--- src/rtl/vga_sync_module.sv ---
// VGA pixel-timing generator: free-running h/v counters with registered sync,
// coordinate and active-area decodes, all lagging the counters by one clock.
module vga_sync_module #(
  parameter int unsigned H_SYNC   = 96,
  parameter int unsigned H_BACK   = 48,
  parameter int unsigned H_ACTIVE = 640,
  parameter int unsigned H_FRONT  = 16,
  parameter int unsigned V_SYNC   = 2,
  parameter int unsigned V_BACK   = 33,
  parameter int unsigned V_ACTIVE = 480,
  parameter int unsigned V_FRONT  = 10,
  parameter bit          SYNC_POL = 1'b0
) (
  input  logic       VGA_CLK,
  input  logic       RST_N,
  output logic       VGA_HSYNC,
  output logic       VGA_VSYNC,
  output logic [9:0] X,
  output logic [9:0] Y,
  output logic       valid,
  output logic       frame_start
);

  localparam int unsigned H_TOTAL = H_SYNC + H_BACK + H_ACTIVE + H_FRONT;
  localparam int unsigned V_TOTAL = V_SYNC + V_BACK + V_ACTIVE + V_FRONT;
  localparam int unsigned H_START = H_SYNC + H_BACK;
  localparam int unsigned H_END   = H_START + H_ACTIVE;
  localparam int unsigned V_START = V_SYNC + V_BACK;
  localparam int unsigned V_END   = V_START + V_ACTIVE;

  logic [9:0] h_cnt;
  logic [9:0] v_cnt;
  logic       h_last;
  logic       v_last;
  logic       h_sync;
  logic       v_sync;
  logic       h_act;
  logic       v_act;
  logic       origin;

  // Compares are done at 11 bits so a window ending exactly at 1024 still decodes.
  always_comb begin
    h_last = ({1'b0, h_cnt} == 11'(H_TOTAL - 1));
    v_last = ({1'b0, v_cnt} == 11'(V_TOTAL - 1));
    h_sync = ({1'b0, h_cnt} < 11'(H_SYNC));
    v_sync = ({1'b0, v_cnt} < 11'(V_SYNC));
    h_act  = ({1'b0, h_cnt} >= 11'(H_START)) && ({1'b0, h_cnt} < 11'(H_END));
    v_act  = ({1'b0, v_cnt} >= 11'(V_START)) && ({1'b0, v_cnt} < 11'(V_END));
    origin = (h_cnt == '0) && (v_cnt == '0);
  end

  always_ff @(posedge VGA_CLK or negedge RST_N) begin
    if (!RST_N) begin
      h_cnt <= '0;
      v_cnt <= '0;
    end else if (h_last) begin
      h_cnt <= '0;
      v_cnt <= v_last ? '0 : v_cnt + 10'd1;
    end else begin
      h_cnt <= h_cnt + 10'd1;
    end
  end

  always_ff @(posedge VGA_CLK or negedge RST_N) begin
    if (!RST_N) begin
      VGA_HSYNC   <= ~SYNC_POL;
      VGA_VSYNC   <= ~SYNC_POL;
      X           <= '0;
      Y           <= '0;
      valid       <= 1'b0;
      frame_start <= 1'b0;
    end else begin
      VGA_HSYNC   <= h_sync ? SYNC_POL : ~SYNC_POL;
      VGA_VSYNC   <= v_sync ? SYNC_POL : ~SYNC_POL;
      valid       <= h_act && v_act;
      X           <= (h_act && v_act) ? h_cnt - 10'(H_START) : '0;
      Y           <= (h_act && v_act) ? v_cnt - 10'(V_START) : '0;
      frame_start <= origin;
    end
  end

endmodule

--- config.mk ---
export PLATFORM = sky130hd
export DESIGN_NAME = vga_sync_module
export DESIGN_NICKNAME = d
export VERILOG_FILES = /design/src/rtl/vga_sync_module.sv
export SDC_FILE = /design/constraint.sdc
export NUM_CORES = 1
export LEC_CHECK = 0
export CAP_MARGIN = 20
export CORE_MARGIN = 4
export CORE_UTILIZATION = 50
export DETAILED_ROUTE_END_ITERATION = 8
export PLACE_DENSITY_LB_ADDON = 0.25
export SYNTH_ARGS = -nofsm -noshare
export SYNTH_HDL_FRONTEND = slang
export SYNTH_SLANG_ARGS = --single-unit
--- constraint.sdc ---
create_clock -name VGA_CLK -period 2.8 [get_ports VGA_CLK]
set_input_delay 0.28 -clock VGA_CLK [delete_from_list [all_inputs] [get_ports VGA_CLK]]
set_output_delay 0.28 -clock VGA_CLK [all_outputs]
set_load 0.005 [all_outputs]
# == Word-level counts from Yosys, hierarchy flattened ==
# Cells that the tools add are included.
# Widths: inputs -> output; s select.
# totals
regBits,44
output_inout_bits,24
word_cells,32
in_bits,2
# classes
n_eq_ne,2
addsub,4
n_reduce_logical,6
n_lt_le_gt_ge,6
n_mux,6
# op_table
op,count
$mux 10,4
$add 10x1->10 const B,2
$eq 10x10->1 const B,2
$logic_not 10->1,2
$lt 10x10->1 const B,2
$ge 10x6->1 const B,1
$ge 10x8->1 const B,1
$lt 10x2->1 const B,1
$lt 10x7->1 const B,1
$sub 10x6->10 const B,1
$sub 10x8->10 const B,1
$logic_and 1x1->1,4
$mux 1,2

# == Depth between registers and ports, before layout ==
# Gate-level depths: netlist (run 1).
# logic_depth
ltp_word,4
depth_mapped,7
mapped_depth_nobuf,6

# == Least setup slack after synthesis (run 1) ==
# No wires, ideal clock.
# synth_timing
kind,reg-to-reg
from,register v_cnt[0]
to,register X[3]
setup_ns,0.080
required_ns,2.720
n_path_buf,2
period_less_slack_ns,2.139
slack_ns,0.661
path_stages_with_launch,8
arrival_ns,2.059
cell_sequence,dfrtp_1 ha_1 clkbuf_2 or4_1 o21a_1 a311o_1 buf_6 nor3b_2
# synth_between
elab_chain_len,4
word_cells_on_any_way,5
classes_between,order compare (2); mux (1); reduce/logical (2)
# synth_lines
element,line,rtl
"start, declared",32,logic [9:0] v_cnt;
"start signal, assigned",58,v_cnt <= v_last ? '0 : v_cnt + 10'd1;
$ge 10x6->1 or $lt 10x10->1 (tied branches),48,"v_act = ({1'b0, v_cnt} >= 11'(V_START)) && ({1'b0, v_cnt} < 11'(V_END));"
$logic_and 1x1->1 *,48,
$logic_and 1x1->1 *,76,X <= (h_act && v_act) ? h_cnt - 10'(H_START) : '0;
$mux 10 *,76,
"end signal, assigned",76,
"end, declared",18,"output logic [9:0] X,"
# Mark *: on every way between the ends. The rest lies on a longest branch, timed or not.
# A chain may end at the register's enable or synchronous reset.

# == Worst setup path after layout (run 1) ==
# layout_timing
from,register v_cnt[0]
to,register Y[8]
# layout_between
elab_chain_len,4
word_cells_on_any_way,6
classes_between,add/sub (1); order compare (2); mux (1); reduce/logical (2)
# layout_lines
element,line,rtl
$ge 10x6->1 or $lt 10x10->1 (tied branches),48,
$logic_and 1x1->1,48,
$logic_and 1x1->1,77,Y <= (h_act && v_act) ? v_cnt - 10'(V_START) : '0;
$mux 10 *,77,
"end signal, assigned",77,
"end, declared",19,"output logic [9:0] Y,"
# Marks and branches as above.

==> out/qor.yml, run 1 <==
detailed_routing:
  drt-total-wl_mm: 4.17
  dr.pass1.iters: 4
  drc: 0
  ant_nets: 0
  first_iter_violations: 103
  wl_per_cell_um: 15.0
  vias: 1563
  vias_per_cell: 5.60
pwr:
  p_clk_share_pct: 42.4
  p_leak_nw: 1.15
  ir_worst_vdd_mv: 0.252
  power_frac_comb_pct: 1.5
  p_int_w: 0.000903
  p_per_area_nw_per_um2: 429
  p_seq_share_pct: 56.1
  p_switching_w: 0.000228
  swShare_pct: 20.1
placed_design:
  place_inst: 269
  gp_congestion: 0.823
  place_hpwl_mm: 2.98
  place_area_sq_um: 2500
  io_buffers: 25
  dpl_worst_slack_ps: 234
clocking:
  cts_num_sinks: 44
  htree_levels: 2
  cts-hold-fix-buffers: 0
  clk_pin_slew_worst_paths_ps: 90
  cts_resized: 0
  clkLatencyLatePin_ps: 300
  post-cts-setup-buffers: 0
  cts_tree: "built"
  cts.path.max_buffers: 2
  cts_buffers: 5
  root_buffer: "clkbuf_8"
yosys:
  synth_top_cell_area_share_pct: 47.0
  syn_nets: 213
  ys_ff_latch: 44
  async_reset_ff_share_pct: 100
  synthFlopType: "dfrtp_1"
  seq_area_frac_synth_pct: 49.4
  synth_edf_count: 0
  syn_inst: 203
  post-synth-top-count-cell: "dfrtp_1"
  synth_cell_types: 48
  synth_area_sq_um: 2230
  syn_area_per_cell_sq_um: 11.0
  yosys_warnings: 0
  synth_top_cells_by_area: "dfrtp_1 47%, nor3_2 7.2%, xnor2_1 4.7%"
  synth_commonest_cells: "42 x dfrtp_1, 16 x nor3_2, 12 x xnor2_1, 11 x nor2_1, 10 x inv_1"
  yosysTopAreaCell: "dfrtp_1"
job:
  maxCapViolations: 0
cells_and_area:
  final_util_pct: 60.6
  final_area_sq_um: 2640
  fin_nets: 236
  areaGrowthSynthToFinish_pct: 18.1
  antennaDiodeCount: 0
  layout-drive-gt1-share_pct: 18.9
  fin_cells: 279
critical_path:
  start_kind: "register"
  cpLargestDelayFamily: "compound AO/OA/AOI/OAI gates"
  crit_fanout: 14
  slowest_stage: "or4_1"
  slowest_delay_ps: 520
  worstSetupEndpointType: "register"
  path_cells: "ha_1 > or4_1 > o21a_1 > a311o_1 > buf_4 > nor3_2"
  path_buf_inv: 1
  worstPathArrival_ps: 2800
  ff2ff_setup_slack_ps: 220
  critPathKind: "reg -> reg"
  worstPathRequired_ps: 3020
die:
  die_y_um: 74.9
  ioPinCount: 26
  start_util_pct: 51.3
  fp.dieArea_sq_um: 5600
  fp.coreArea_sq_um: 4350
  die_w_um: 74.9
  rows: 24
timing:
  fin_crit_sh_pct: 92.0
  fin_crit_ps: 2580
  relSlewSlack_pct: 48.4
  tightest_slew_ps: 775
  clock_skew_ps: 8.13
  fmax_mhz: 388
  fin_ws_ps: 225
  rsz0062_at_grt: "false"
  fin_tns_setup_ps: 0
  setup_viol: 0
  finalHoldViolCount: 0
  slew_viol_final: 0
run_status:
  status: "complete, no violations"
global_route:
  grt-ovfl-total: 0
  antenna_found_initial: 0
  grt_max_degree: 45
  grt.total_usage_pct: 16.0
  first_global_vias: 1408
  grt_pass1_wl_mm: 6.84
hold_path:
  hold_class: "in -> async"
[sequential cells by signal (all words and copies together), names as in the netlist]
signal       count
X               10
Y               10
h_cnt           10
v_cnt           10
VGA_HSYNC        1
VGA_VSYNC        1
frame_start      1
valid            1
[power groups by stage]
| stage | Clock, W | Combinational, W | Sequential [W] |
|---|---|---|---|
| 6_report | 0.000479 | 0.0000167 | 0.000635 |
| 5_1_grt | 0.000518 | 0.0000202 | 0.000635 |
| 4_1_cts | 0.000491 | 0.0000132 | 0.000635 |
| 3_5_place_dp | 0 | 0.0000132 | 0.000648 |
| 3_3_place_gp | 0 | 0.0000127 | 0.000648 |
| 2_1_floorplan | 0 | 0.000000000419 | 0.000648 |
[cell usage in the layout, fill, tap and decap left out, types with 2 or more instances in the layout]
| master | Yosys | routed |
|---|---|---|
| o211ai_1 | 3 | 3 |
| nor4_1 | 5 | 5 |
| o21a_1 | 2 | 2 |
| nor3_2 | 16 | 16 |
| xnor2_1 | 12 | 12 |
| xor2_1 | 7 | 7 |
| nand2_1 | 8 | 8 |
| dfstp_2 | 2 | 2 |
| and3_1 | 3 | 3 |
| a211oi_1 | 2 | 2 |
| nand4_1 | 6 | 6 |
| clkbuf_8 | 0 | 5 |
| nor3_1 | 3 | 3 |
| nor2_1 | 11 | 11 |
| o21ai_0 | 6 | 6 |
| a21oi_1 | 3 | 3 |
| or3_1 | 4 | 4 |
| inv_1 | 10 | 10 |
| dfrtp_1 | 42 | 42 |
| clkdlybuf4s50_1 | 0 | 24 |
| ha_1 | 8 | 8 |
| buf_4 | 1 | 5 |
| nand3_1 | 9 | 9 |
| nor3b_2 | 3 | 4 |
[stage by stage]
stage	power, W	hold slack [ps]
floorplan	0.000648	-15.6
global placement	0.000660	468
detailed placement	0.000661	485
CTS	0.00114	160
global route	0.00117	317
finish	0.00113	306
[worst register-to-register path: stages (launching register included)]
cell and delay, ps:
dfrtp_1 470, ha_1 340, or4_1 520, o21a_1 210
a311o_1 520, buf_4 290, nor3_2 150
[per-layer routing]
metal / global-route usage, % / routed length (um)
met5: 0 / 0
met4: 7.11 / 60
met3: 2.80 / 215
met2: 23.2 / 1860
met1: 23.3 / 2030
[path summary, 6_finish.rpt]
path | depth (start not counted) | to | start
min reg2reg | 1 | h_cnt[0] | h_cnt[0]
min in group VGA_CLK | 1 | h_cnt[0] | h_cnt[0]
max in group asynchronous | 3 | VGA_VSYNC | RST_N
min | 2 | X[7] | RST_N
max reg2reg | 6 | Y[8] | v_cnt[0]
max | 6 | Y[8] | v_cnt[0]
[layout make-up]
class	count	area, sq um
clock buffer	5	68.8
inverter	10	37.5
tap	52	65.1
clock inverter	3	42.5
fill	352	1720
timing repair buffer	32	313
sequential	44	1100
multi-input combinational	133	1010
[kinds of logic after synthesis]
logic type	after synthesis	synth area share [%]
adders and majority gates	8	4.48
muxes	1	0.504
DFF	44	49.4
xor gates and xnor gates	19	7.45
buffers and inverters	26	5.71
AOI/OAI and AO/OA	27	8.62
and+or+nand+nor	78	23.9
(Power assumes the default switching activity.)
==> run 2: changes to the inputs <==
--- a/config.mk
+++ b/config.mk
@@ -5,10 +5,13 @@
 export SDC_FILE = /design/constraint.sdc
 export NUM_CORES = 1
 export LEC_CHECK = 0
+export ABC_AREA = 0
 export CAP_MARGIN = 20
 export CORE_MARGIN = 4
 export CORE_UTILIZATION = 50
+export CTS_CLUSTER_SIZE = 12
 export DETAILED_ROUTE_END_ITERATION = 8
+export GPL_TIMING_DRIVEN = 0
 export PLACE_DENSITY_LB_ADDON = 0.25
 export SYNTH_ARGS = -nofsm -noshare
 export SYNTH_HDL_FRONTEND = slang
==> out/qor.yml, run 2 (synthesis gave the netlist of run 1 again) <==
cells_and_area:
  mostFrequentLayoutCells: "42 x dfrtp_1, 24 x clkdlybuf4s50_1, 16 x nor3_2, 12 x xnor2_1, 11 x nor2_1"  # unchanged
  final_common_cell: "dfrtp_1"  # unchanged
  final_util_pct: 61.6  # was 60.6%
  fillCellCount: 375  # was 352
  final_area_sq_um: 2680  # was 2640 sq um
  areaGrowthSynthToFinish_pct: 20.0  # was 18.1%
  layout-drive-gt1-share_pct: 18.1  # was 18.9%
  fin_nets: 247  # was 236
  antennaDiodeCount: 0  # unchanged
pwr:
  p_switching_w: 0.000226  # was 0.000228 W
  p_clk_share_pct: 42.3  # was 42.4%
  power_frac_comb_pct: 1.5  # about the same
  p_per_area_nw_per_um2: 421  # was 429 nW/um^2
  ir_worst_vdd_mv: 0.219  # was 0.252 mV
  p_int_w: 0.000904  # was 0.000903 W
  p_seq_share_pct: 56.2  # was 56.1%
  p_leak_nw: 1.17  # was 1.15 nW
  swShare_pct: 20.0  # was 20.1%
timing:
  tightest_slew_ps: 698  # was 775 ps
  rsz0062_at_grt: "false"  # unchanged
  relSlewSlack_pct: 53.1  # was 48.4%
  finalHoldViolCount: 0  # unchanged
  fin_ws_ps: 209  # was 225 ps
  fin_tns_setup_ps: 0  # unchanged
  fin_crit_sh_pct: 92.5  # was 92.0%
  clock_skew_ps: 6.17  # was 8.13 ps
  fin_crit_ps: 2590  # was 2580 ps
  fmax_mhz: 386  # was 388 MHz
  slew_viol_final: 0  # unchanged
  setup_viol: 0  # unchanged
critical_path:
  r2r_end: "Y[4]"  # was Y[8]
  crit_fanout: 10  # was 14
  worstPathRequired_ps: 2970  # was 3020 ps
  rr_worst_depth: 6  # unchanged
  ff2ff_setup_slack_ps: 210  # was 220 ps
  start_kind: "register"  # unchanged
  worstPathArrival_ps: 2760  # was 2800 ps
  r2r-start: "v_cnt[0]"  # unchanged
  worstSetupEndpointType: "register"  # unchanged
  critPathKind: "reg -> reg"  # unchanged
global_route:
  grt.total_usage_pct: 18.1  # was 16.0%
  first_global_vias: 1547  # was 1408
  grt_max_degree: 36  # was 45
  antenna_found_initial: 0  # unchanged
  grt-ovfl-total: 0  # unchanged
  grt_pass1_wl_mm: 7.65  # was 6.84 mm
hold_path:
  hold_class: "in -> async"  # unchanged
die:
  die_y_um: 74.9  # unchanged
  fp.coreArea_sq_um: 4350  # unchanged
  rows: 24  # unchanged
  fp.dieArea_sq_um: 5600  # unchanged
  die_w_um: 74.9  # unchanged
  start_util_pct: 51.3  # unchanged
  ioPinCount: 26  # unchanged
run_status:
  status: "complete, no violations"  # unchanged
placed_design:
  place_area_sq_um: 2560  # was 2500 sq um
  gp_congestion: 0.837  # was 0.823
  dpl_worst_slack_ps: 253  # was 234 ps
  io_buffers: 25  # unchanged
  place_hpwl_mm: 3.17  # was 2.98 mm
detailed_routing:
  top_layer: "met4"  # unchanged
  wl_met1_mm: 2.08  # was 2.03 mm
  drc: 0  # unchanged
  vias_per_cell: 5.64  # was 5.60
  drt-total-wl_mm: 4.45  # was 4.17 mm
  first_iter_violations: 127  # was 103
  dr.pass1.iters: 4  # unchanged
  wl_met3_um: 297  # was 215 um
  vias: 1637  # was 1563
  wl_per_cell_um: 15.3  # was 15.0 um
  met2_length_mm: 2.00  # was 1.86 mm
  ant_nets: 0  # unchanged
clocking:
  cts_tree: "built"  # unchanged
  root_buffer: "clkbuf_8"  # unchanged
  post-cts-setup-buffers: 0  # unchanged
  cts_num_sinks: 44  # unchanged
  clk_pin_slew_worst_paths_ps: 80  # was 90 ps
  htree_levels: 2  # unchanged
  cts.path.max_buffers: 2  # unchanged
  clkLatencyLatePin_ps: 290  # was 300 ps
  cts_buffers: 5  # unchanged
  cts_resized: 0  # unchanged
job:
  maxCapViolations: 0  # unchanged
[run 2: changes by cell type in the layout (fill, tap and decap cells not counted), sizes merged]
cell,before,now
clkbuf,5,14
clkinvlp,1,0
buf,7,10
[run 2: power by group through the flow]
stage	Clock (W)	Sequential (W)	Combinational (W)
after floorplan	0	0.000648	0.000000000419
after global placement	0	0.000648	0.0000138
after detailed placement	0	0.000647	0.0000167
after CTS	0.000488	0.000635	0.0000179
after global routing	0.000521	0.000635	0.0000200
final	0.000478	0.000635	0.0000168
[run 2: area by class of cell]
| type | instances | area, sq um | share of cell area (%) |
|---|---|---|---|
| sequential | 44 | 1100 | 41.1 |
| multi-input combinational | 133 | 1000 | 37.4 |
| timing repair buffer | 27 | 275 | 10.3 |
| buffer | 16 | 90.1 | 3.36 |
| clock buffer | 6 | 72.6 | 2.71 |
| tap | 52 | 65.1 | 2.43 |
| inverter | 10 | 37.5 | 1.40 |
| clock inverter | 2 | 35.0 | 1.31 |
[run 2: per-layer routing]
| layer | track usage (%) | vias to the layer above |
|---|---|---|
| met5 | 0 | - |
| met4 | 5.93 | 0 |
| met3 | 4.81 | 7 |
| met2 | 26.5 | 63 |
| met1 | 26.2 | 783 |
| li1 | - | 784 |
[run 2: metrics by stage]
stage,total power (W),hold slack [ps],std cells
2_1_floorplan,0.000648,-15.6,203
3_3_place_gp,0.000661,481,280
3_5_place_dp,0.000664,167,281
4_1_cts,0.00114,380,290
5_1_grt,0.00118,389,290
6_report,0.00113,380,290
[run 2: critical path, cell delays in order, from the launching register on]
cell	delay (ps)
dfrtp_1	500
ha_1	260
clkbuf_2	170
o41ai_1	630
nor3b_1	450
buf_2	360
a211oi_1	100
[run 2: how the worst max path moves through the flow]
stage	start	slack (ps)	end	depth (start not counted)
2_1_floorplan	v_cnt[0]	660	X[3]	7
3_3_place_gp	v_cnt[0]	290	Y[4]	6
3_5_place_dp	v_cnt[0]	250	X[8]	6
4_1_cts	v_cnt[0]	220	X[8]	6
5_1_grt	v_cnt[0]	110	Y[4]	6
6_report	v_cnt[0]	210	Y[4]	6
[run 2: timing repair]
item                                    CTS  global route
endpoints found under the setup margin    0             0
hold endpoints to repair                  8             0
hold buffers                              1             0
==> run 3: changes to the inputs <==
--- a/config.mk
+++ b/config.mk
@@ -6,7 +6,7 @@
 export NUM_CORES = 1
 export LEC_CHECK = 0
 export ABC_AREA = 0
-export CAP_MARGIN = 20
+export CORE_ASPECT_RATIO = 1.75
 export CORE_MARGIN = 4
 export CORE_UTILIZATION = 50
 export CTS_CLUSTER_SIZE = 12
==> out/qor.yml, run 3 (synthesis gave the netlist of run 1 again) <==
critical_path:
  rr_worst_depth: 6  # unchanged
  r2r_end: "X[6]"  # was Y[4]
  cpLargestDelayFamily: "compound AO/OA/AOI/OAI gates"  # unchanged
  worstPathArrival_ps: 2830  # was 2760 ps
  path_buf_inv: 2  # unchanged
  slowest_stage: "o41ai_1"  # unchanged
  cp.depth: 6  # unchanged
  path_cells: "ha_1 > clkbuf_2 > o41ai_1 > nor3b_1 > buf_2 > nor3_2"  # was ha_1 > clkbuf_2 > o41ai_1 > nor3b_1 > buf_2 > a211oi_1
  slowest_delay_ps: 690  # was 630 ps
  worstSetupEndpointType: "register"  # unchanged
  r2r-start: "v_cnt[0]"  # unchanged
  crit_fanout: 10  # unchanged
  worstPathRequired_ps: 2970  # about the same
  start_kind: "register"  # unchanged
  critPathKind: "reg -> reg"  # unchanged
  ff2ff_setup_slack_ps: 140  # was 210 ps
  crit_start: "v_cnt[0]"  # unchanged
timing:
  whs_ps: 404  # was 380 ps
  rsz0062_at_grt: "false"  # unchanged
  fin_tns_setup_ps: 0  # unchanged
  clock_skew_ps: 5.83  # was 6.17 ps
  fin_crit_sh_pct: 94.9  # was 92.5%
  tightest_slew_ps: 744  # was 698 ps
  fin_crit_ps: 2660  # was 2590 ps
  relSlewSlack_pct: 49.8  # was 53.1%
  finalHoldViolCount: 0  # unchanged
  setup_viol: 0  # unchanged
  slew_viol_final: 0  # unchanged
  fin_ws_ps: 143  # was 209 ps
  fmax_mhz: 376  # was 386 MHz
clocking:
  cts.path.max_buffers: 2  # unchanged
  cts_tree: "built"  # unchanged
  cts_buffers: 5  # unchanged
  htree_levels: 2  # unchanged
  clk_pin_slew_worst_paths_ps: 80  # about the same
  post-cts-setup-buffers: 0  # unchanged
  root_buffer: "clkbuf_8"  # unchanged
  clkLatencyLatePin_ps: 300  # was 290 ps
  cts_num_sinks: 44  # unchanged
detailed_routing:
  dr.pass1.iters: 4  # unchanged
  wl_per_cell_um: 15.8  # was 15.3 um
  drc: 0  # unchanged
  drt-total-wl_mm: 4.53  # was 4.45 mm
  vias_per_cell: 5.71  # was 5.64
  first_iter_violations: 41  # was 127
  vias: 1640  # was 1637
  ant_nets: 0  # unchanged
pwr:
  p_per_area_nw_per_um2: 421  # about the same
  p_leak_nw: 1.17  # unchanged
  ir_worst_vdd_mv: 0.315  # was 0.219 mV
global_route:
  grt-ovfl-total: 0  # unchanged
  gr-usage-met2_pct: 32.3  # was 26.5%
  grt.busiest_layer: "met2"  # unchanged
  global_route.usage.met1_pct: 21.2  # was 26.2%
  grt_pass1_wl_mm: 7.81  # was 7.65 mm
  first_global_vias: 1619  # was 1547
  antenna_found_initial: 0  # unchanged
  grtUsageMet3_pct: 3.19  # was 4.81%
  grt_max_degree: 32  # was 36
  grt.total_usage_pct: 18.2  # was 18.1%
cells_and_area:
  antennaDiodeCount: 0  # unchanged
  fillCellCount: 361  # was 375
  areaGrowthSynthToFinish_pct: 19.9  # was 20.0%
  fin_cells: 287  # was 290
  final_common_cell: "dfrtp_1"  # unchanged
  layout-drive-gt1-share_pct: 18.1  # unchanged
  mostFrequentLayoutCells: "42 x dfrtp_1, 24 x clkdlybuf4s50_1, 16 x nor3_2, 12 x xnor2_1, 11 x nor2_1"  # unchanged
  fin_nets: 247  # unchanged
run_status:
  status: "complete, no violations"  # unchanged
placed_design:
  io_buffers: 25  # unchanged
  gp_congestion: 0.832  # was 0.837
  place_hpwl_mm: 3.33  # was 3.17 mm
  place_inst: 278  # was 281
  dpl_worst_slack_ps: 206  # was 253 ps
hold_path:
  hold_class: "in -> async"  # unchanged
die:
  fp.coreArea_sq_um: 4230  # was 4350 sq um
  fp.dieArea_sq_um: 5640  # was 5600 sq um
  rows: 31  # was 24
  die_y_um: 96.4  # was 74.9 um
  start_util_pct: 52.9  # was 51.3%
  die_w_um: 58.5  # was 74.9 um
  ioPinCount: 26  # unchanged
job:
  maxCapViolations: 0  # unchanged
-- run 3: cell counts in the layout (fill, tap and decap cells not counted) --
Identical to the previous run, type by type.
-- run 3: power by group --
| part | total, W | internal [W] | switching (W) |
|---|---|---|---|
| logic | 0.0000167 | 0.00000422 | 0.0000125 |
| clock network | 0.000476 | 0.000265 | 0.000211 |
| registers | 0.000635 | 0.000635 | 0 |
| total | 0.00113 | 0.000904 | 0.000224 |
-- run 3: cell type report --
type	instances	area, sq um	area share, %
Clock inverter	2	35.0	1.31
Clock buffer	6	72.6	2.71
Tap cell	49	61.3	2.29
Timing Repair Buffer	27	275	10.3
Sequential cell	44	1100	41.2
Buffer	16	90.1	3.36
Multi-Input combinational cell	133	1000	37.5
Inverter	10	37.5	1.40
-- run 3: worst max path at each step --
stage,to,slack (ps)
after detailed placement,X[7],210
after CTS,Y[5],160
after global routing,Y[1],90
final,X[6],140
after floorplan,X[3],660
after global placement,X[6],190
-- run 3: routing by layer --
metal / vias up / part of all wire, %
li1: 784 / -
met1: 810 / 39
met2: 38 / 55
met3: 8 / 3.2
met4: 0 / 2.5
met5: - / 0
-- run 3: timing repair --
action	in CTS	in global routing
resized for setup	0	0
hold buffers	1	0
hold endpoints to repair	13	0
-- run 3: metrics by stage --
step	total power, W	instance area, sq um	utilization [%]
2_1_floorplan	0.000648	2230	-
3_3_place_gp	0.000662	2550	60.2
3_5_place_dp	0.000664	2560	60.6
4_1_cts	0.00114	2680	63.4
5_1_grt	0.00118	2680	63.4
6_report	0.00113	2680	63.4
